`config.mk`:
```
export PLATFORM = sky130hd
export DESIGN_NAME = qr_input_skew
export DESIGN_NICKNAME = d
export VERILOG_FILES = /design/src/rtl/qr_pkg.sv /design/src/rtl/qr_skew_bank.sv /design/src/rtl/qr_input_skew.sv
export SDC_FILE = /design/constraint.sdc
export NUM_CORES = 1
export LEC_CHECK = 0
export CAP_MARGIN = 20
export CORE_ASPECT_RATIO = 0.7
export CORE_MARGIN = 2
export CORE_UTILIZATION = 35
export DETAILED_ROUTE_END_ITERATION = 10
export SYNTH_ARGS = -nofsm -noshare
export SYNTH_HDL_FRONTEND = slang
export SYNTH_HIERARCHICAL = 1
export SYNTH_SLANG_ARGS = --single-unit
```
`constraint.sdc`:
```
create_clock -name clk -period 31.9 [get_ports clk]
set_input_delay 4.785 -clock clk [delete_from_list [all_inputs] [get_ports clk]]
set_output_delay 4.785 -clock clk [all_outputs]
set_load 0.02 [all_outputs]
```
`src/rtl/qr_pkg.sv`:
```
// Shared constants and types for the Givens QR array input path.
// Elements are (20,10) two's-complement fixed point.
package qr_pkg;

  localparam int QR_DATA_WIDTH = 20;
  localparam int QR_N          = 4;
  localparam int QR_FRAC_BITS  = 10;

  typedef logic [QR_DATA_WIDTH-1:0] qr_data_t;

  typedef enum logic {
    LOAD = 1'b0,
    FEED = 1'b1
  } skew_state_t;

  function automatic int qr_clog2_min1(input int v);
    return (v <= 2) ? 1 : $clog2(v);
  endfunction

endpackage

```
`src/rtl/qr_skew_bank.sv`:
```
// N x N element bank: row-major write port, one read port per column.
// A same-cycle write to the addressed cell is forwarded to the reader.
module qr_skew_bank
  import qr_pkg::*;
#(
  parameter int DATA_WIDTH = QR_DATA_WIDTH,
  parameter int N          = QR_N,
  parameter int RW         = qr_clog2_min1(N)
) (
  input  logic                    clk,
  input  logic                    rst,
  input  logic                    i_we,
  input  logic [RW-1:0]           i_wrow,
  input  logic [RW-1:0]           i_wcol,
  input  logic [DATA_WIDTH-1:0]   i_wdata,
  input  logic [N*RW-1:0]         i_rd_row,
  output logic [N*DATA_WIDTH-1:0] o_rd_data
);

  logic [DATA_WIDTH-1:0] r_mem [N][N];

  always_ff @(posedge clk or posedge rst) begin
    if (rst) begin
      for (int r = 0; r < N; r++) begin
        for (int c = 0; c < N; c++) begin
          r_mem[r][c] <= '0;
        end
      end
    end else if (i_we) begin
      r_mem[i_wrow][i_wcol] <= i_wdata;
    end
  end

  always_comb begin
    o_rd_data = '0;
    for (int j = 0; j < N; j++) begin
      if (i_we &&
          i_wrow == i_rd_row[j*RW +: RW] &&
          i_wcol == RW'(j)) begin
        o_rd_data[j*DATA_WIDTH +: DATA_WIDTH] = i_wdata;
      end else begin
        o_rd_data[j*DATA_WIDTH +: DATA_WIDTH] =
          r_mem[i_rd_row[j*RW +: RW]][j];
      end
    end
  end

endmodule

```
`src/rtl/qr_input_skew.sv`:
```
// Skewed-wavefront feeder for the systolic Givens QR array.
// Define QR_SKEW_DBLBUF_EN for ping-pong banks (load next matrix during feed).
module qr_input_skew
  import qr_pkg::*;
#(
  parameter int DATA_WIDTH  = QR_DATA_WIDTH,
  parameter int N           = QR_N,
  parameter int HOLD_CYCLES = 4
) (
  input  logic                    clk,
  input  logic                    rst,
  input  logic                    in_valid,
  output logic                    in_ready,
  input  logic [DATA_WIDTH-1:0]   in_data,
  output logic [N*DATA_WIDTH-1:0] col_data,
  output logic [N-1:0]            col_valid,
  output logic                    feed_done
);

  localparam int EW = qr_clog2_min1(N*N);
  localparam int TW = qr_clog2_min1(2*N-1);
  localparam int HW = qr_clog2_min1(HOLD_CYCLES);
  localparam int RW = qr_clog2_min1(N);

  localparam logic [EW-1:0] EC_LAST = EW'(N*N-1);
  localparam logic [TW-1:0] T_LAST  = TW'(2*N-2);
  localparam logic [HW-1:0] H_LAST  = HW'(HOLD_CYCLES-1);

  skew_state_t r_state, w_state_n;
  logic [EW-1:0] r_ec, w_ec_n;
  logic [TW-1:0] r_t, w_t_n;
  logic [HW-1:0] r_h, w_h_n;
  logic [1:0]    r_full, w_full_n;
  logic          r_wsel, w_wsel_n;
  logic          r_rsel, w_rsel_n;
  logic          r_in_ready, w_in_ready_n;

  logic [N-1:0]            r_col_valid, w_col_valid_n;
  logic [N*DATA_WIDTH-1:0] r_col_data, w_col_data_n;

  logic                    w_acc;
  logic [RW-1:0]           w_wrow, w_wcol;
  logic [N*RW-1:0]         w_rd_row;
  logic [N*DATA_WIDTH-1:0] w_rd0, w_rd1;

  assign w_acc  = in_valid && r_in_ready;
  assign w_wrow = RW'(int'(r_ec) / N);
  assign w_wcol = RW'(int'(r_ec) % N);

  assign in_ready  = r_in_ready;
  assign col_valid = r_col_valid;
  assign col_data  = r_col_data;
  assign feed_done = (r_state == FEED) &&
                     (r_t == T_LAST) &&
                     (r_h == H_LAST);

  qr_skew_bank #(
    .DATA_WIDTH(DATA_WIDTH),
    .N(N),
    .RW(RW)
  ) u_bank0 (
    .clk(clk),
    .rst(rst),
    .i_we(w_acc && !r_wsel),
    .i_wrow(w_wrow),
    .i_wcol(w_wcol),
    .i_wdata(in_data),
    .i_rd_row(w_rd_row),
    .o_rd_data(w_rd0)
  );

`ifdef QR_SKEW_DBLBUF_EN
  qr_skew_bank #(
    .DATA_WIDTH(DATA_WIDTH),
    .N(N),
    .RW(RW)
  ) u_bank1 (
    .clk(clk),
    .rst(rst),
    .i_we(w_acc && r_wsel),
    .i_wrow(w_wrow),
    .i_wcol(w_wcol),
    .i_wdata(in_data),
    .i_rd_row(w_rd_row),
    .o_rd_data(w_rd1)
  );
`else
  assign w_rd1 = '0;
`endif

  // Load side fills the write bank; feed side walks t/h over the read bank.
  always_comb begin
    w_state_n = r_state;
    w_ec_n    = r_ec;
    w_t_n     = r_t;
    w_h_n     = r_h;
    w_full_n  = r_full;
    w_wsel_n  = r_wsel;
    w_rsel_n  = r_rsel;
    if (w_acc) begin
      if (r_ec == EC_LAST) begin
        w_ec_n           = '0;
        w_full_n[r_wsel] = 1'b1;
`ifdef QR_SKEW_DBLBUF_EN
        w_wsel_n         = ~r_wsel;
`endif
      end else begin
        w_ec_n = r_ec + 1'b1;
      end
    end
    unique case (r_state)
      LOAD: begin
        if (w_acc && r_ec == EC_LAST) begin
          w_state_n = FEED;
          w_t_n     = '0;
          w_h_n     = '0;
          w_rsel_n  = r_wsel;
        end
      end
      FEED: begin
        if (r_h == H_LAST) begin
          w_h_n = '0;
          if (r_t == T_LAST) begin
            w_full_n[r_rsel] = 1'b0;
            w_t_n            = '0;
            if (w_full_n[!r_rsel]) begin
              w_rsel_n = !r_rsel;
            end else begin
              w_state_n = LOAD;
            end
          end else begin
            w_t_n = r_t + 1'b1;
          end
        end else begin
          w_h_n = r_h + 1'b1;
        end
      end
      default: w_state_n = LOAD;
    endcase
    w_in_ready_n = !w_full_n[w_wsel_n];
  end

  always_comb begin
    w_col_valid_n = '0;
    w_rd_row      = '0;
    for (int j = 0; j < N; j++) begin
      if (w_state_n == FEED &&
          int'(w_t_n) >= j &&
          int'(w_t_n) - j < N) begin
        w_col_valid_n[j]     = 1'b1;
        w_rd_row[j*RW +: RW] = RW'(int'(w_t_n) - j);
      end
    end
  end

  always_comb begin
    w_col_data_n = '0;
    for (int j = 0; j < N; j++) begin
      if (w_col_valid_n[j]) begin
        w_col_data_n[j*DATA_WIDTH +: DATA_WIDTH] = w_rsel_n ?
          w_rd1[j*DATA_WIDTH +: DATA_WIDTH] :
          w_rd0[j*DATA_WIDTH +: DATA_WIDTH];
      end
    end
  end

  always_ff @(posedge clk or posedge rst) begin
    if (rst) begin
      r_state     <= LOAD;
      r_ec        <= '0;
      r_t         <= '0;
      r_h         <= '0;
      r_full      <= '0;
      r_wsel      <= 1'b0;
      r_rsel      <= 1'b0;
      r_in_ready  <= 1'b0;
      r_col_valid <= '0;
      r_col_data  <= '0;
    end else begin
      r_state     <= w_state_n;
      r_ec        <= w_ec_n;
      r_t         <= w_t_n;
      r_h         <= w_h_n;
      r_full      <= w_full_n;
      r_wsel      <= w_wsel_n;
      r_rsel      <= w_rsel_n;
      r_in_ready  <= w_in_ready_n;
      r_col_valid <= w_col_valid_n;
      r_col_data  <= w_col_data_n;
    end
  end

endmodule
```
==> summary.txt, run 1 <==
Run status
  • Outcome: complete, no violations

GRT
  • Global route total overflow: 0
  • Vias in the first global route: 11,550
  • Global-route wire length before repair: 74,440 um
  • Antenna violations before repair: 0
  • GRT Util Overall: 0.1725
  • Largest net degree at the start of global routing: 91

Drt
  • Iter 0 DRT Violations: 662
  • DRC violations left: 0
  • WL met3: 1994 um
  • DR vias: 10,980
  • DRT Pass-1 Iters: 5
  • Post-Route WL: 48,430 um
  • Top Metal Used: met4
  • ANT nets after route: 0
  • Vias per cell: 5.194
  • DR WL met2: 21,430 um
  • DRT met1 WL: 24,300 um
  • Wire per inst: 22.92 um

Floorplan
  • Initial Util: 0.3558
  • Rows: 71
  • Core region area: 53,920 sq um
  • Num ports: 109
  • Die height: 199.9 um
  • Die area: 56,740 sq um
  • Die width: 283.9 um

Synthesis
  • EDFF count, synth: 0
  • Syn avg cell area: 14.91 sq um
  • Ys flop type: dfrtp_1
  • Syn Inst Count: 1,287
  • Cell type with the largest total area after synthesis: dfrtp_1
  • Synth top area cells: dfrtp_1 55%, mux2_2 17%, mux4_2 9.4%
  • Seq/Total Area, Yosys: 0.5452
  • Post-Syn Area: 19,190 sq um
  • Async S/R FF share, synth: 1.000
  • Yosys warns: 6
  • Yosys top cell area share: 0.5452
  • Syn_nets: 1,315
  • Synth unique cells: 56
  • Yosys reg bits: 418

STA
  • Unrepaired setup endpoints after global routing: false
  • Slew headroom: 0.2784
  • Fmax achieved: 106.8 MHz
  • Final worst slack: 22,540 ps
  • Max-slew violations: 0
  • # setup viols final: 0
  • Part of the cycle the worst path needs: 0.2934
  • Clock Skews: 18.10 ps
  • Hold Slack: 483.0 ps
  • Fin. Hold Viols: 0
  • TNS Setup: 0 ps
  • Tmin final: 9359 ps
  • Slew @ Worst Pin: 1082 ps

Layout
  • Area grow syn2layout: 16.92%
  • Non-filler cells, final: 2,113
  • Fillers: 4,921
  • Post-route cell area: 22,430 sq um
  • Layout cell share with drive strength beyond 1: 0.4096
  • Nets: 1,379

Clock tree
  • Clock Tree Buf Depth: 3
  • H-tree levels: 2
  • Clock sinks: 418
  • Num CTS Buffers: 43
  • Post-CTS sizing: 0
  • Root Driver: clkbuf_16
  • Hold_buf cts: 0
  • Post-CTS Setup Bufs: 0
  • CTS tree: done
  • Worst-Skew Late Latency: 580 ps
  • Clk slew on worst S/H paths: 60 ps

Placed design
  • Worst slack, placed: 21,300 ps
  • Post-placement cell area: 20,910 sq um
  • Inst Count DP: 2,032
  • Gpl congestion: 0.8293
  • Port Buf Inserts: 108
  • Final HPWL DP: 29,800 um

Critical path
  • Worst Setup End Kind: register
  • Crit-path slowest cell: or3_1
  • Critical path data arrival time: 9790 ps
  • WS Path Type: in2reg
  • Crit path max fanout: 21
  • CP Launch Type: input port
  • Data required, critical path: 32,330 ps
  • Worst-path cell chain: clkdlybuf4s50_1 -> nand3_1 -> or3_1 -> a31o_2 -> nor2_1 -> ha_1 -> nand4b_2 -> nand3_1 -> nor3_2 -> buf_4 -> xor2_1 -> nor4_2 -> buf_4 -> mux2_2 -> nand2_1 -> nor3_1
  • Slowest stage delay, CP: 580 ps

Power and ir drop
  • Peak VDD IR: 0.04404 mV
  • P_leak: 9.736 nW
  • Comb pwr share: 0.377
  • Cell Pwr Density: 99.11 nW/um^2
  • Sw power: 0.0007141 W
  • Net Sw Frac: 0.3212
  • Register share of total power: 0.389
  • Clock share of power: 0.234
  • P_int: 0.001509 W

Worst hold path
  • Hold Crit Class: reg2reg

Job
  • Maxcap violations: 0
[final cells by class]
| cell class | instances | area [sq um] | share of cell area |
|---|---|---|---|
| Sequential cell | 418 | 10460 | 0.4663 |
| Multi-Input combinational cell | 729 | 8107 | 0.3613 |
| Timing Repair Buffer | 148 | 1449 | 0.06458 |
| Clock buffer | 59 | 1226 | 0.05466 |
| Tap cell | 730 | 913.4 | 0.04071 |
| Clock inverter | 17 | 225.2 | 0.01004 |
| Inverter | 11 | 51.30 | 0.002287 |
| Antenna cell | 1 | 2.502 | 0.0001115 |
[placed cells by master, fill, tap and decap left out, types with 7 or more instances in the layout]
| cell | Yosys | layout |
|---|---|---|
| nor3_1 | 36 | 33 |
| nor3b_1 | 20 | 20 |
| mux2_1 | 68 | 68 |
| mux4_2 | 80 | 80 |
| dfrtp_1 | 418 | 418 |
| clkdlybuf4s50_1 | 0 | 108 |
| clkbuf_16 | 0 | 43 |
| clkbuf_1 | 55 | 7 |
| nand3_1 | 25 | 25 |
| clkbuf_8 | 0 | 9 |
| mux2_2 | 297 | 297 |
| nand2_1 | 31 | 31 |
| mux2_4 | 37 | 37 |
| inv_1 | 9 | 7 |
| and3_1 | 20 | 20 |
| nor2_1 | 22 | 18 |
| nor3_2 | 10 | 13 |
| buf_4 | 7 | 35 |
| xor2_1 | 7 | 7 |
| clkinv_2 | 0 | 8 |
[path summary, 6_finish.rpt]
| check | slack, ps | end | startpoint | cells after the start |
|---|---|---|---|---|
| worst min-delay path | 480 | u_bank0/r_mem[253] | u_bank0/r_mem[253] | 1 |
| worst max-delay path | 22540 | col_data[25] | in_valid | 16 |
| max in group asynchronous | 25720 | u_bank0/r_mem[292] | rst | 3 |
| min in group asynchronous | 4770 | col_data[63] | rst | 2 |
| worst max register to register | 26360 | col_data[25] | r_ec[2] | 15 |
| worst min register to register | 480 | u_bank0/r_mem[253] | u_bank0/r_mem[253] | 1 |
[through the flow]
stage | utilization | total power (W)
2_1_floorplan | - | 0.001485
3_3_place_gp | 0.3870 | 0.001686
3_5_place_dp | 0.3877 | 0.001708
4_1_cts | 0.4146 | 0.002242
5_1_grt | 0.4160 | 0.002353
6_report | 0.4160 | 0.002224
[routing by layer]
layer  track usage  vias to the layer above
met1        0.2596                     5886
met2        0.2616                      232
met5             0                        -
met3       0.02864                       54
li1              -                     4803
met4       0.03802                        0
[power by group through the flow]
stage | sequential, W | combinational, W | clock, W
floorplan | 0.000849 | 0.000636 | 0
global placement | 0.000863 | 0.000822 | 0
finish | 0.000865 | 0.000838 | 0.000520
detailed placement | 0.000871 | 0.000837 | 0
CTS | 0.000864 | 0.000842 | 0.000537
global route | 0.000892 | 0.000903 | 0.000557
[Yosys cell counts, types with 2 or more instances]
library cell	instances
mux2_2	297
nor2_1	22
o21ai_0	5
nor2b_1	2
a21oi_1	5
or4_1	2
a31o_2	2
a211oi_1	2
nor3b_1	20
a22o_1	2
dfrtp_1	418
o31ai_1	3
or3_1	2
nand3b_1	2
ha_1	5
clkbuf_1	55
mux2_1	68
and2_1	3
o211ai_1	5
xnor2_1	5
inv_1	9
mux4_2	80
nor3_2	10
buf_2	52
and3_1	20
buf_6	10
inv_2	2
buf_4	7
nand3_1	25
mux2_4	37
nand2_1	31
nand2b_1	6
nor3_1	36
clkbuf_2	3
or3_4	2
buf_1	2
o22ai_1	2
nor4_1	3
xor2_1	7
and4b_4	2
[worst max-delay path: cells and delay by family]
family | cells | cell delay (ps)
xor gates and xnor gates | 1 | 200
AOI/OAI and AO/OA | 1 | 330
and+or+nand+nor | 9 | 2720
muxes | 1 | 350
buffers and inverters | 3 | 1120
adders and majority gates | 1 | 240
[logic make-up (layout without fill, tap and decap cells)]
family	Yosys count	after routing	synth area share
other	0	1	0
DFF	418	418	0.5452
muxes	483	483	0.3376
buffers and inverters	140	235	0.03626
and+or+nand+nor	196	196	0.05999
xor gates and xnor gates	12	12	0.005478
adders and majority gates	5	5	0.003261
AOI/OAI and AO/OA	33	33	0.01226
[registers in the layout, indices dropped and copies added (netlist names)]
name / count
col_data: 80
col_valid: 4
in_ready: 1
r_ec: 4
r_full: 2
r_h: 2
r_rsel: 1
r_state: 1
r_t: 3
u_bank0/r_mem: 320
(Power assumes the default switching activity.)
==> run 2, diff against run 1 <==
- clock period: 31.9 -> 7.7 ns (I/O delays scaled with it)
==> run 2 against run 1 <==
Compared with the run above: cell count about the same; clock skew is 9.0 ps higher; wire length shrank 1.7%; critical endpoint is now col_data[23]; final area down 0.37%; die area unchanged; via count up 0.56%; combinational power grew to 4.2 times the previous value; flip-flop and latch count unchanged; count of clock-buffer cells in the layout grew 3; worst hold slack gained 1.4 ps; first-iteration DRC count rose by 14%; largest power group unchanged; setup slack worse by 20000 ps.
==> summary.txt, run 2 (synthesis results as in run 1) <==
Run status
  • Outcome: complete, no violations (unchanged)

Worst hold path
  • Hold path cells: 1 (unchanged)
  • Hold Path Origin: u_bank0/r_mem[245] (was u_bank0/r_mem[253])
  • Hold endpoint: u_bank0/r_mem[245] (was u_bank0/r_mem[253])
  • Hold Crit Class: reg2reg (unchanged)

STA
  • Fin. Hold Viols: 0 (unchanged)
  • Final worst slack: 2196 ps (was 22,540 ps)
  • Slew @ Worst Pin: 1120 ps (was 1082 ps)
  • Part of the cycle the worst path needs: 0.7148
  • Fmax achieved: 181.7 MHz
  • Unrepaired setup endpoints after global routing: false (unchanged)
  • Tmin final: 5504 ps
  • Slew headroom: 0.2509 (was 0.2784)
  • Max-slew violations: 0 (unchanged)
  • TNS Setup: 0 ps (unchanged)
  • # setup viols final: 0 (unchanged)
  • Clock Skews: 27.11 ps (was 18.10 ps)
  • Hold Slack: 484.4 ps (was 483.0 ps)

Drt
  • DRC violations left: 0 (unchanged)
  • Post-Route WL: 47,610 um (was 48,430 um)
  • Vias per cell: 5.221 (was 5.194)
  • DR vias: 11,040 (was 10,980)
  • DRT Pass-1 Iters: 4 (was 5)
  • Wire per inst: 22.52 um (was 22.92 um)
  • ANT nets after route: 0 (unchanged)
  • Iter 0 DRT Violations: 755 (was 662)

Critical path
  • WS Path Type: in2reg (unchanged)
  • R2R setup slack: 2480 ps (was 26,360 ps)
  • CP Launch Type: input port (unchanged)
  • Critical path data arrival time: 5910 ps (was 9790 ps)
  • Data required, critical path: 8100 ps (was 32,330 ps)
  • Crit path max fanout: 21 (unchanged)
  • R2R depth: 16 (was 15)
  • Critical path origin: in_valid (unchanged)
  • Worst Setup End Kind: register (unchanged)
  • R2R Path Start: r_ec[0] (was r_ec[2])
  • Reg2Reg Capture Point: col_data[23] (was col_data[25])

Power and ir drop
  • Net Sw Frac: 0.3214 (was 0.3212)
  • Comb pwr share: 0.383 (was 0.377)
  • Clock share of power: 0.224 (was 0.234)
  • P_int: 0.006180 W (was 0.001509 W)
  • Peak VDD IR: 0.1966 mV (was 0.04404 mV)
  • Register share of total power: 0.393 (was 0.389)
  • P_leak: 9.684 nW (was 9.736 nW)
  • Sw power: 0.002927 W (was 0.0007141 W)
  • Cell Pwr Density: 407.5 nW/um^2 (was 99.11 nW/um^2)

GRT
  • Largest net degree at the start of global routing: 167 (was 91)
  • Global route total overflow: 0 (unchanged)
  • M1 GR Usage: 0.2561 (was 0.2596)
  • Grt met3 use: 0.02682 (was 0.02864)
  • Vias in the first global route: 11,720 (was 11,550)
  • GRT Util Overall: 0.1691 (was 0.1725)
  • Global-route wire length before repair: 73,930 um (was 74,440 um)
  • Global Route met2 Usage: 0.2562 (was 0.2616)
  • Antenna violations before repair: 0 (unchanged)
  • Gr busiest metal: met2 (unchanged)

Layout
  • Commonest cells after routing, fill and taps aside: 418 x dfrtp_1, 297 x mux2_2, 108 x clkdlybuf4s50_1, 80 x mux4_2, 68 x mux2_1 (unchanged)
  • Nets: 1,381 (was 1,379)
  • Max FFs per register: 320 (unchanged)
  • Fillers: 4,936 (was 4,921)
  • Layout cell share with drive strength beyond 1: 0.4081 (was 0.4096)
  • Register name with the most flops: u_bank0/r_mem (unchanged)
  • Area taken by multi-input logic gates: 8102 sq um (was 8107 sq um)
  • Commonest non-fill, non-tap cell in the layout: dfrtp_1 (unchanged)
  • Area grow syn2layout: 16.49% (was 16.92%)
  • Seq. cell area: 10,460 sq um (unchanged)
  • Post-route cell area: 22,350 sq um (was 22,430 sq um)
  • Non-filler cells, final: 2,114 (was 2,113)

Floorplan
  • Die width: 283.9 um (unchanged)
  • Core region area: 53,920 sq um (unchanged)
  • Initial Util: 0.3558 (unchanged)
  • Die area: 56,740 sq um (unchanged)
  • Num ports: 109 (unchanged)
  • Rows: 71 (unchanged)
  • Die height: 199.9 um (unchanged)

Clock tree
  • Clock sinks: 418 (unchanged)
  • Root Driver: clkbuf_16 (unchanged)
  • H-tree levels: 2 (unchanged)
  • Worst-Skew Late Latency: 560 ps (was 580 ps)
  • Post-CTS Setup Bufs: 0 (unchanged)
  • Clk slew on worst S/H paths: 60 ps (about the same)
  • CTS tree: done (unchanged)
  • Clock Tree Buf Depth: 3 (unchanged)
  • Num CTS Buffers: 43 (unchanged)
  • Post-CTS sizing: 0 (unchanged)
  • Hold_buf cts: 0 (unchanged)

Placed design
  • Post-placement cell area: 20,910 sq um (about the same)
  • Port Buf Inserts: 108 (unchanged)
  • Gpl congestion: 0.8643 (was 0.8293)
  • Inst Count DP: 2,034 (was 2,032)
  • Final HPWL DP: 29,230 um (was 29,800 um)
  • Worst slack, placed: 1693 ps (was 21,300 ps)

Job
  • Maxcap violations: 0 (unchanged)
run 2: cell types whose count changed in the layout (fill, tap and decap cells not counted), sizes merged:
cell	previous run	this run
bufinv	4	1
buf	40	41
diode	1	2
clkinv	9	7
clkinvlp	1	3
clkbuf	59	63
inv	14	12
run 2: worst max path at each step:
stage | to | slack, ps | depth (start not counted)
global placement | col_data[21] | 1840 | 17
CTS | col_data[23] | 2260 | 17
floorplan | u_bank0/r_mem[0] | 2280 | 1
finish | col_data[23] | 2200 | 17
global route | col_data[23] | 1930 | 17
detailed placement | col_data[23] | 1690 | 17
run 2: layer usage:
layer,vias to the layer above,share of wire,wire (um)
met2,213,0.44,20790
met3,61,0.040,1883
met5,-,0,0
li1,4801,-,-
met1,5962,0.51,24170
met4,0,0.016,766
run 2: area by class of cell:
type,count,share of cell area
Antenna cell,2,0.0002239
Sequential cell,418,0.4680
Clock inverter,12,0.005038
Clock buffer,62,0.05632
Tap cell,730,0.04087
Timing Repair Buffer,150,0.06494
Inverter,11,0.002127
Multi-Input combinational cell,729,0.3625
run 2: worst max-delay path: stages:
cell,delay [ps]
clkdlybuf4s50_1,550
nand3_1,100
buf_4,230
or3_1,440
a31o_2,340
nor2_1,120
ha_1,240
nand4b_2,670
nand3_1,490
a211oi_4,70
buf_4,290
xor2_1,190
nor4_2,140
buf_4,340
mux2_2,380
nand2_1,80
nor3_2,60
run 2: stage by stage:
stage | util | total power, W
floorplan | - | 0.006151
global placement | 0.3878 | 0.006993
detailed placement | 0.3878 | 0.007083
CTS | 0.4133 | 0.009172
global route | 0.4144 | 0.009629
finish | 0.4145 | 0.009108
run 2: power by group through the flow:
stage | Combinational (W) | Clock (W) | Sequential (W)
after floorplan | 0.00263 | 0 | 0.00352
after global placement | 0.00343 | 0 | 0.00357
final | 0.00349 | 0.00204 | 0.00358
after detailed placement | 0.00348 | 0 | 0.00360
after CTS | 0.00350 | 0.00210 | 0.00357
after global routing | 0.00376 | 0.00219 | 0.00368
==> run 3, diff against run 2 <==
- clock period: 7.7 -> 5.5 ns (I/O delays scaled with it)
==> run 3 against run 2 <==
Compared with the run above: wire length is 0.72% lower; highest routed layer unchanged; setup slack worse by 1200 ps; critical path depth down 3; via count is essentially flat.
==> summary.txt, run 3 (synthesis results as in run 1) <==
Run status
  • Outcome: complete, no violations (unchanged)

Critical path
  • Most frequent CP cell: ha_1 (was buf_4)
  • Crit path max fanout: 20 (was 21)
  • Slowest stage delay, CP: 540 ps (was 670 ps)
  • Reg2Reg Capture Point: col_data[67] (was col_data[23])
  • WS Path Type: reg2reg (was in2reg)
  • Crit-path slowest cell: dfrtp_1 (was nand4b_2)
  • Worst Setup End Kind: register (unchanged)
  • Critical path data arrival time: 4870 ps (was 5910 ps)
  • Worst-path cell chain: ha_1 -> nand2_1 -> or3_1 -> a31o_2 -> ha_1 -> or4_1 -> nand4_2 -> nor3_2 -> xor2_1 -> nor4_2 -> buf_4 -> mux2_2 -> nand3_1 -> nor3_1 (was clkdlybuf4s50_1 -> nand3_1 -> buf_4 -> or3_1 -> a31o_2 -> nor2_1 -> ha_1 -> nand4b_2 -> nand3_1 -> a211oi_4 -> buf_4 -> xor2_1 -> nor4_2 -> buf_4 -> mux2_2 -> nand2_1 -> nor3_2)
  • R2R depth: 14 (was 16)
  • CP Launch Type: register (was input port)
  • R2R Path Start: r_ec[1] (was r_ec[0])
  • Data required, critical path: 5910 ps (was 8100 ps)
  • R2R setup slack: 1050 ps (was 2480 ps)

Clock tree
  • Hold_buf cts: 0 (unchanged)
  • Num CTS Buffers: 43 (unchanged)
  • Worst-Skew Late Latency: 560 ps (about the same)
  • CTS tree: done (unchanged)
  • Clk slew on worst S/H paths: 60 ps (about the same)
  • H-tree levels: 2 (unchanged)
  • Clock sinks: 418 (unchanged)
  • Root Driver: clkbuf_16 (unchanged)
  • Post-CTS Setup Bufs: 0 (unchanged)
  • Clock Tree Buf Depth: 3 (unchanged)
  • Post-CTS sizing: 0 (unchanged)

STA
  • Part of the cycle the worst path needs: 0.8098
  • Fmax achieved: 224.5 MHz
  • Tmin final: 4454 ps
  • Unrepaired setup endpoints after global routing: false (unchanged)
  • TNS Setup: 0 ps (unchanged)
  • Fin. Hold Viols: 0 (unchanged)
  • Slew headroom: 0.2943 (was 0.2509)
  • Max-slew violations: 0 (unchanged)
  • Hold Slack: 484.6 ps (was 484.4 ps)
  • Final worst slack: 1046 ps (was 2196 ps)
  • # setup viols final: 0 (unchanged)
  • Clock Skews: 22.81 ps (was 27.11 ps)
  • Slew @ Worst Pin: 1056 ps (was 1120 ps)

Power and ir drop
  • Clock share of power: 0.241 (was 0.224)
  • Register share of total power: 0.384 (was 0.393)
  • P_int: 0.008924 W (was 0.006180 W)
  • Sw power: 0.004088 W (was 0.002927 W)
  • Net Sw Frac: 0.3142 (was 0.3214)
  • P_leak: 9.774 nW (was 9.684 nW)
  • Comb pwr share: 0.376 (was 0.383)
  • Cell Pwr Density: 577.9 nW/um^2 (was 407.5 nW/um^2)
  • Peak VDD IR: 0.2559 mV (was 0.1966 mV)

Placed design
  • Port Buf Inserts: 108 (unchanged)
  • Gpl congestion: 0.8730 (was 0.8643)
  • Post-placement cell area: 20,970 sq um (was 20,910 sq um)
  • Worst slack, placed: 673.8 ps (was 1693 ps)
  • Final HPWL DP: 29,180 um (was 29,230 um)

Layout
  • Commonest cells after routing, fill and taps aside: 418 x dfrtp_1, 297 x mux2_2, 108 x clkdlybuf4s50_1, 80 x mux4_2, 68 x mux2_1 (unchanged)
  • Commonest non-fill, non-tap cell in the layout: dfrtp_1 (unchanged)
  • Area grow syn2layout: 17.34% (was 16.49%)
  • Layout cell share with drive strength beyond 1: 0.4134 (was 0.4081)
  • Nets: 1,386 (was 1,381)
  • Max FFs per register: 320 (unchanged)
  • Post-route cell area: 22,510 sq um (was 22,350 sq um)
  • Post-layout util: 0.4175 (was 0.4145)
  • Register name with the most flops: u_bank0/r_mem (unchanged)

GRT
  • Vias in the first global route: 11,520 (was 11,720)
  • Largest net degree at the start of global routing: 167 (unchanged)
  • Global-route wire length before repair: 73,190 um (was 73,930 um)
  • Global route total overflow: 0 (unchanged)
  • GRT Util Overall: 0.1682 (was 0.1691)
  • Antenna violations before repair: 0 (unchanged)

Drt
  • DRT met1 WL: 23,610 um (was 24,170 um)
  • Wire per inst: 22.27 um (was 22.52 um)
  • DR vias: 11,050 (was 11,040)
  • ANT nets after route: 0 (unchanged)
  • DRC violations left: 0 (unchanged)
  • Post-Route WL: 47,270 um (was 47,610 um)
  • Vias per cell: 5.206 (was 5.221)
  • DRT Pass-1 Iters: 5 (was 4)
  • WL met3: 1988 um (was 1883 um)
  • Top Metal Used: met4 (unchanged)
  • Iter 0 DRT Violations: 636 (was 755)
  • DR WL met2: 20,970 um (was 20,790 um)

Worst hold path
  • Hold Path Origin: u_bank0/r_mem[248] (was u_bank0/r_mem[245])
  • Hold Crit Class: reg2reg (unchanged)
  • Hold path cells: 1 (unchanged)
  • Hold endpoint: u_bank0/r_mem[248] (was u_bank0/r_mem[245])

Floorplan
  • Num ports: 109 (unchanged)
  • Initial Util: 0.3558 (unchanged)
  • Die height: 199.9 um (unchanged)
  • Die area: 56,740 sq um (unchanged)
  • Core region area: 53,920 sq um (unchanged)
  • Rows: 71 (unchanged)
  • Die width: 283.9 um (unchanged)

Job
  • Maxcap violations: 0 (unchanged)
[run 3: critical path: cells and delay by family, from the launching register on]
family | cells | cell delay [ps]
simple gates | 8 | 1930
buf+inv | 1 | 380
fa+ha+maj | 2 | 540
flops | 1 | 540
mux | 1 | 390
compound gates | 1 | 340
xor+xnor | 1 | 180
[run 3: worst max path at each step]
stage / to / startpoint / slack, ps / cells past startpoint
CTS: col_data[72] / r_ec[0] / 1100 / 14
finish: col_data[67] / r_ec[1] / 1050 / 14
detailed placement: col_data[72] / in_valid / 670 / 15
floorplan: u_bank0/r_mem[0] / rst / 410 / 1
global route: col_data[67] / r_ec[0] / 790 / 14
global placement: col_data[67] / in_valid / 700 / 14
[run 3: cell type report]
cell class / instances / area [sq um]
timing repair buffer: 155 / 1466
antenna: 1 / 2.502
sequential: 418 / 10460
tap: 730 / 913.4
inverter: 11 / 47.55
clock buffer: 58 / 1224
clock inverter: 20 / 299.0
fill: 4899 / 31410
multi-input combinational: 729 / 8102
[run 3: stage by stage]
stage                     instances  total power (W)
after floorplan                1287         0.008612
after global placement         2041         0.009799
after detailed placement       2042         0.009924
after CTS                      2120          0.01312
after global routing           2121          0.01375
final                          2122          0.01301
[run 3: per-layer routing]
layer	up-vias	track usage
met2	247	0.2571
met1	5920	0.2514
li1	4824	-
met5	-	0
met4	0	0.03449
met3	56	0.02955
[run 3: power groups by stage]
stage	combinational [W]	sequential [W]	clock, W
global placement	0.00481	0.00499	0
global route	0.00528	0.00513	0.00334
CTS	0.00493	0.00498	0.00321
finish	0.00489	0.00499	0.00313
detailed placement	0.00491	0.00502	0
floorplan	0.00369	0.00492	0
==> patch 1: new RTL, config.mk and constraints of run 2 <==
Make the reset (`rst`) synchronous in 2 clocked blocks.
--- a/src/rtl/qr_skew_bank.sv
+++ b/src/rtl/qr_skew_bank.sv
@@ -21,3 +21,3 @@
 
-  always_ff @(posedge clk or posedge rst) begin
+  always_ff @(posedge clk) begin
     if (rst) begin
--- a/src/rtl/qr_input_skew.sv
+++ b/src/rtl/qr_input_skew.sv
@@ -166,3 +166,3 @@
 
-  always_ff @(posedge clk or posedge rst) begin
+  always_ff @(posedge clk) begin
     if (rst) begin
Behaviour: differs if rst is asserted again (counterexample within 4 cycles, from zero or initial values and one cycle with rst high); with rst held inactive, the same outputs for 4 cycles.
==> patch 1 against run 2 <==
  * Synthesized cell count shrank 2.3%
  * Critical endpoint is now col_data[26]
  * Worst setup slack better by 140 ps
  * Final area fell by 3.9%
  * Via count down 7.6%
  * Sequential cell count did not move
  * Area after synthesis fell by 4.2%
  * Count of clock-buffer cells in the layout down 1
  * Register-to-register slack improved by 120 ps
  * Critical path depth stayed put
  * Utilization decreased by 0.14 points
  * Wire length fell by 2.1%
Power is not compared: it rests on default switching activity, and its combinational part moved more than twofold at a synthesized area within 25%.
==> patch 1: results (changes against run 2) <==
dpl_worst_slack_ps: 1790  # +91.9 ps
seq_area_frac_synth: 0.629  # +0.0842
track_usage: 0.173  # +0.00406
finalMaxSlewViolations: 0  # unchanged
grt_pass1_wl_um: 70200  # -5.1%
drive_gt1_frac: 0.228  # -0.180
synth-edff-count: 320  # +320
grt_pass1_vias: 10700  # -9.0%
reg2reg_to: "col_data[26]"
hold-worst-slack_ps: 521  # +36.9 ps
grt_start_max_net_pins: 30  # -82%
hpwl_um: 28000  # -4.4%
antenna_found_initial: 3  # +3
drt-pass1-iter-count: 5  # +1
ff2ff_path_depth: 17  # +1
synthCells: 1258  # -2.3%
via_per_inst: 5.00  # -4.2%
async_flop_share: 0  # -1.00
min_from: "r_full[1]"
reg2reg_slack_ps: 2600  # +120 ps
numCtsBuffers: 42  # -2.3%
wl_per_cell_um: 22.8  # +1.4%
r2r_start: "r_ec[0]"
nFillCells: 4746  # -3.8%
synth_common_cells: "and2_1 (393), edfxtp_1 (320), dfxtp_1 (98)"
ys_types: 53  # -5.4%
synthTopCellsByArea: "edfxtp_1 (52%), and2_1 (13%), dfxtp_1 (11%), mux4_2 (9.8%), mux2_2 (4.8%)"
cp.arrival_ps: 5800  # -110 ps
tightest_slew_ps: 1080  # -37.2 ps
status: "completed"
critPathMaxStageDelay_ps: 750  # +80 ps
fin_skew_ps: 14.2  # -13.0 ps
## patch 1: cell types whose count changed in the layout (fill, tap and decap cells not counted), moves of 14 or more
cell / delta
dfxtp_1: +98
nand2_1: -21
and2_2: +14
mux2_4: -37
nand3_1: -21
mux2_1: -67
dfrtp_1: -418
mux2_2: -218
and3_1: -20
edfxtp_1: +320
and2_1: +390
or2_2: +16
nor3b_1: -19
nor3_1: -26
## patch 1: cell type report
cell class,count,area share
timing repair buffer,137,0.0604
clock inverter,16,0.00629
sequential,418,0.538
clock buffer,61,0.0569
antenna,2,0.000233
tap,684,0.0398
inverter,7,0.00122
multi-input combinational,715,0.297
## patch 1: metal layers
layer  up-vias  track usage  part of all wire
li1       4598            -                 -
met3        54       0.0337             0.057
met4         0       0.0424             0.019
met5         -            0                 0
met2       268        0.276              0.46
met1      5281        0.244              0.46
## patch 1: logic make-up (layout without fill, tap and decap cells)
logic type	count (synthesis)	after routing	synth area share
AOI/OAI and AO/OA	27	27	0.0127
xor gates and xnor gates	13	13	0.00619
adders and majority gates	5	5	0.00340
buffers and inverters	125	221	0.0293
DFF	418	418	0.629
muxes	161	161	0.148
other	0	2	0
and+or+nand+nor	509	509	0.172
## patch 1: stage by stage
| stage | power [mW] | cell area (um2) |
|---|---|---|
| 6_report | 4.73 | 21500 |
| 2_1_floorplan | 2.65 | 18400 |
| 4_1_cts | 4.79 | 21500 |
| 5_1_grt | 4.90 | 21500 |
| 3_5_place_dp | 2.73 | 20100 |
| 3_3_place_gp | 2.73 | 20100 |
## patch 1: how the worst max path moves through the flow
stage	to	depth (start not counted)	slack (ps)
final	col_data[26]	17	2340
after global routing	col_data[38]	17	1980
after CTS	col_data[27]	17	2350
after detailed placement	col_data[27]	17	1790
after global placement	col_data[39]	17	1900
after floorplan	col_data[20]	16	3460
## patch 1: power breakdown
| part | internal, mW | switching [mW] |
|---|---|---|
| combinational | 0.0664 | 0.114 |
| clock | 1.17 | 0.877 |
| sequential | 2.48 | 0.0194 |
==> patch 2: new RTL, config.mk and constraints of run 2 <==
Without the edit above. `QR_DATA_WIDTH`: 20 -> 30.
--- a/src/rtl/qr_pkg.sv
+++ b/src/rtl/qr_pkg.sv
@@ -4,3 +4,3 @@
 
-  localparam int QR_DATA_WIDTH = 20;
+  localparam int QR_DATA_WIDTH = 30;
   localparam int QR_N          = 4;
Interface: changed (resized col_data and in_data); port bits go from 109 to 159. No check against the original RTL was run, so the function may have changed too.
==> patch 2 against run 2 <==
  * Final area up 44%
  * Global-route usage up 0.94 points
  * Critical path type unchanged
  * Largest cell class unchanged
  * First-iteration DRC count up 7.5%
  * Worst setup slack better by 140 ps
  * Power up 48%
  * Area after synthesis up 43%
  * Wire length up 50%
  * Sequential cell count up 200
  * Critical endpoint is now col_data[42]
  * Hold slack better by 7.1 ps
  * Critical path depth down 1
==> patch 2: results (changes against run 2) <==
p_leak_nw: 14.0  # +44%
drt-pass1-iter-count: 5  # +1
antenna_found_initial: 5  # +5
port_buffers: 158  # +46%
cts_setup_buffers: 0  # unchanged
cp.arrival_ps: 5870  # -40 ps
nNetsFinal: 1895  # +37%
clockRootBuffer: "clkbuf_16"
top_register: "u_bank0/r_mem"
antenna_cells: 0  # -2
yosys_warnings: 6  # unchanged
drtIter0Drc: 812  # +7.5%
fin_skew_ps: 26.2  # -0.874 ps
grt_start_max_net_pins: 185  # +11%
drive_gt1_frac: 0.481  # +0.0727
track_usage: 0.178  # +0.00939
cp_max_fo: 30  # +43%
peakVddDrop_uv: 194  # -1.5%
synthTopCellsByArea: "dfrtp_1 (56%), mux2_2 (24%), mux4_2 (9.8%), and2_1 (1.4%), buf_2 (1.3%)"
wl_um: 71400  # +50%
synth_common_cells: "dfrtp_1 (618), mux2_2 (589), mux4_2 (120)"
seq_area_frac_synth: 0.563  # +0.0180
hpwl_um: 43300  # +48%
cts.path.max_buffers: 3  # unchanged
numCtsBuffers: 66  # +53%
grt_pass1_vias: 16400  # +40%
status: "completed"
wl_per_cell_um: 24.2  # +7.5%
async_flop_share: 1.00  # unchanged
switching_share: 0.310  # -0.0118
hold_path_class: "reg2reg"
clk_latency_ps: 610  # +50 ps
gp_congestion: 0.798  # -7.6%
critPathMaxStageDelay_ps: 690  # +20 ps
vias: 15200  # +38%
post_cts_resized: 0  # unchanged
slew_headroom: 0.244  # -0.00713
hold_violations: 0  # unchanged
synthCells: 1764  # +37%
place_inst: 2828  # +39%
cts.clk_slew.worst_paths_ps: 60  # about the same
largest_register_ffs: 480  # +50%
ys_types: 50  # -11%
htree_levels: 3  # +1
grt_pass1_wl_um: 108000  # +46%
finalMaxSlewViolations: 0  # unchanged
slowest_stage: "nor2_4"
patch 2: cell count changes after synthesis, sizes merged, moves of 18 or more:
cell and change:
and2 +88, nor3 -39, mux2 +198, nor3b -18, buf +25, mux4 +40, nand3 -22, dfrtp +200
patch 2: metrics by stage:
stage               instance area (um2)  hold slack, ps   util  worst slack [ps]
global route                      32200             506  0.417              2080
finish                            32200             491  0.417              2330
detailed placement                30000             480  0.388              1750
floorplan                         27500             459      -              40.3
CTS                               32100             495  0.415              2400
global placement                  29900             468  0.387              1820
patch 2: critical path, delay by kind of cell:
family / cells / cell delay (ps)
xor gates and xnor gates: 1 / 230
adders and majority gates: 1 / 310
buffers and inverters: 2 / 860
muxes: 1 / 400
and+or+nand+nor: 7 / 1790
AOI/OAI and AO/OA: 4 / 1100
patch 2: logic make-up after synthesis:
kind of cell	share of synthesized area
muxes	0.345
xor gates and xnor gates	0.00415
AOI/OAI and AO/OA	0.00684
DFF	0.563
buffers and inverters	0.0327
and+or+nand+nor	0.0460
adders and majority gates	0.00228
patch 2: cell type report:
class | count | area (um2)
clock buffers | 98 | 1970
clock inverters | 18 | 165
fillers | 6947 | 45100
flip-flops and latches | 618 | 15500
inverters | 12 | 53.8
repair buffers | 194 | 1990
multi-input cells | 965 | 11300
well taps | 1044 | 1310
patch 2: path summary, 6_finish.rpt:
path	from	endpoint	slack [ps]	cells after the start
max reg2reg	r_ec[0]	col_data[42]	2560	16
max in group asynchronous	rst	u_bank0/r_mem[443]	4950	3
max	in_valid	col_data[42]	2330	16
min	u_bank0/r_mem[371]	u_bank0/r_mem[371]	490	1
min reg2reg	u_bank0/r_mem[371]	u_bank0/r_mem[371]	490	1
min in group asynchronous	rst	col_valid[2]	1120	2
patch 2: power groups by stage:
| stage | Clock [mW] | Sequential, mW | Combinational (mW) |
|---|---|---|---|
| 6_report | 3.15 | 5.40 | 4.92 |
| 3_5_place_dp | 0 | 5.45 | 4.95 |
| 4_1_cts | 3.25 | 5.40 | 4.97 |
| 5_1_grt | 3.38 | 5.57 | 5.27 |
| 2_1_floorplan | 0 | 5.40 | 3.44 |
| 3_3_place_gp | 0 | 5.37 | 4.84 |
patch 2: layer usage:
layer / GRT usage / routed length, um
met1: 0.253 / 34100
met2: 0.275 / 32200
met3: 0.0446 / 3610
met4: 0.0443 / 1480
met5: 0 / 0
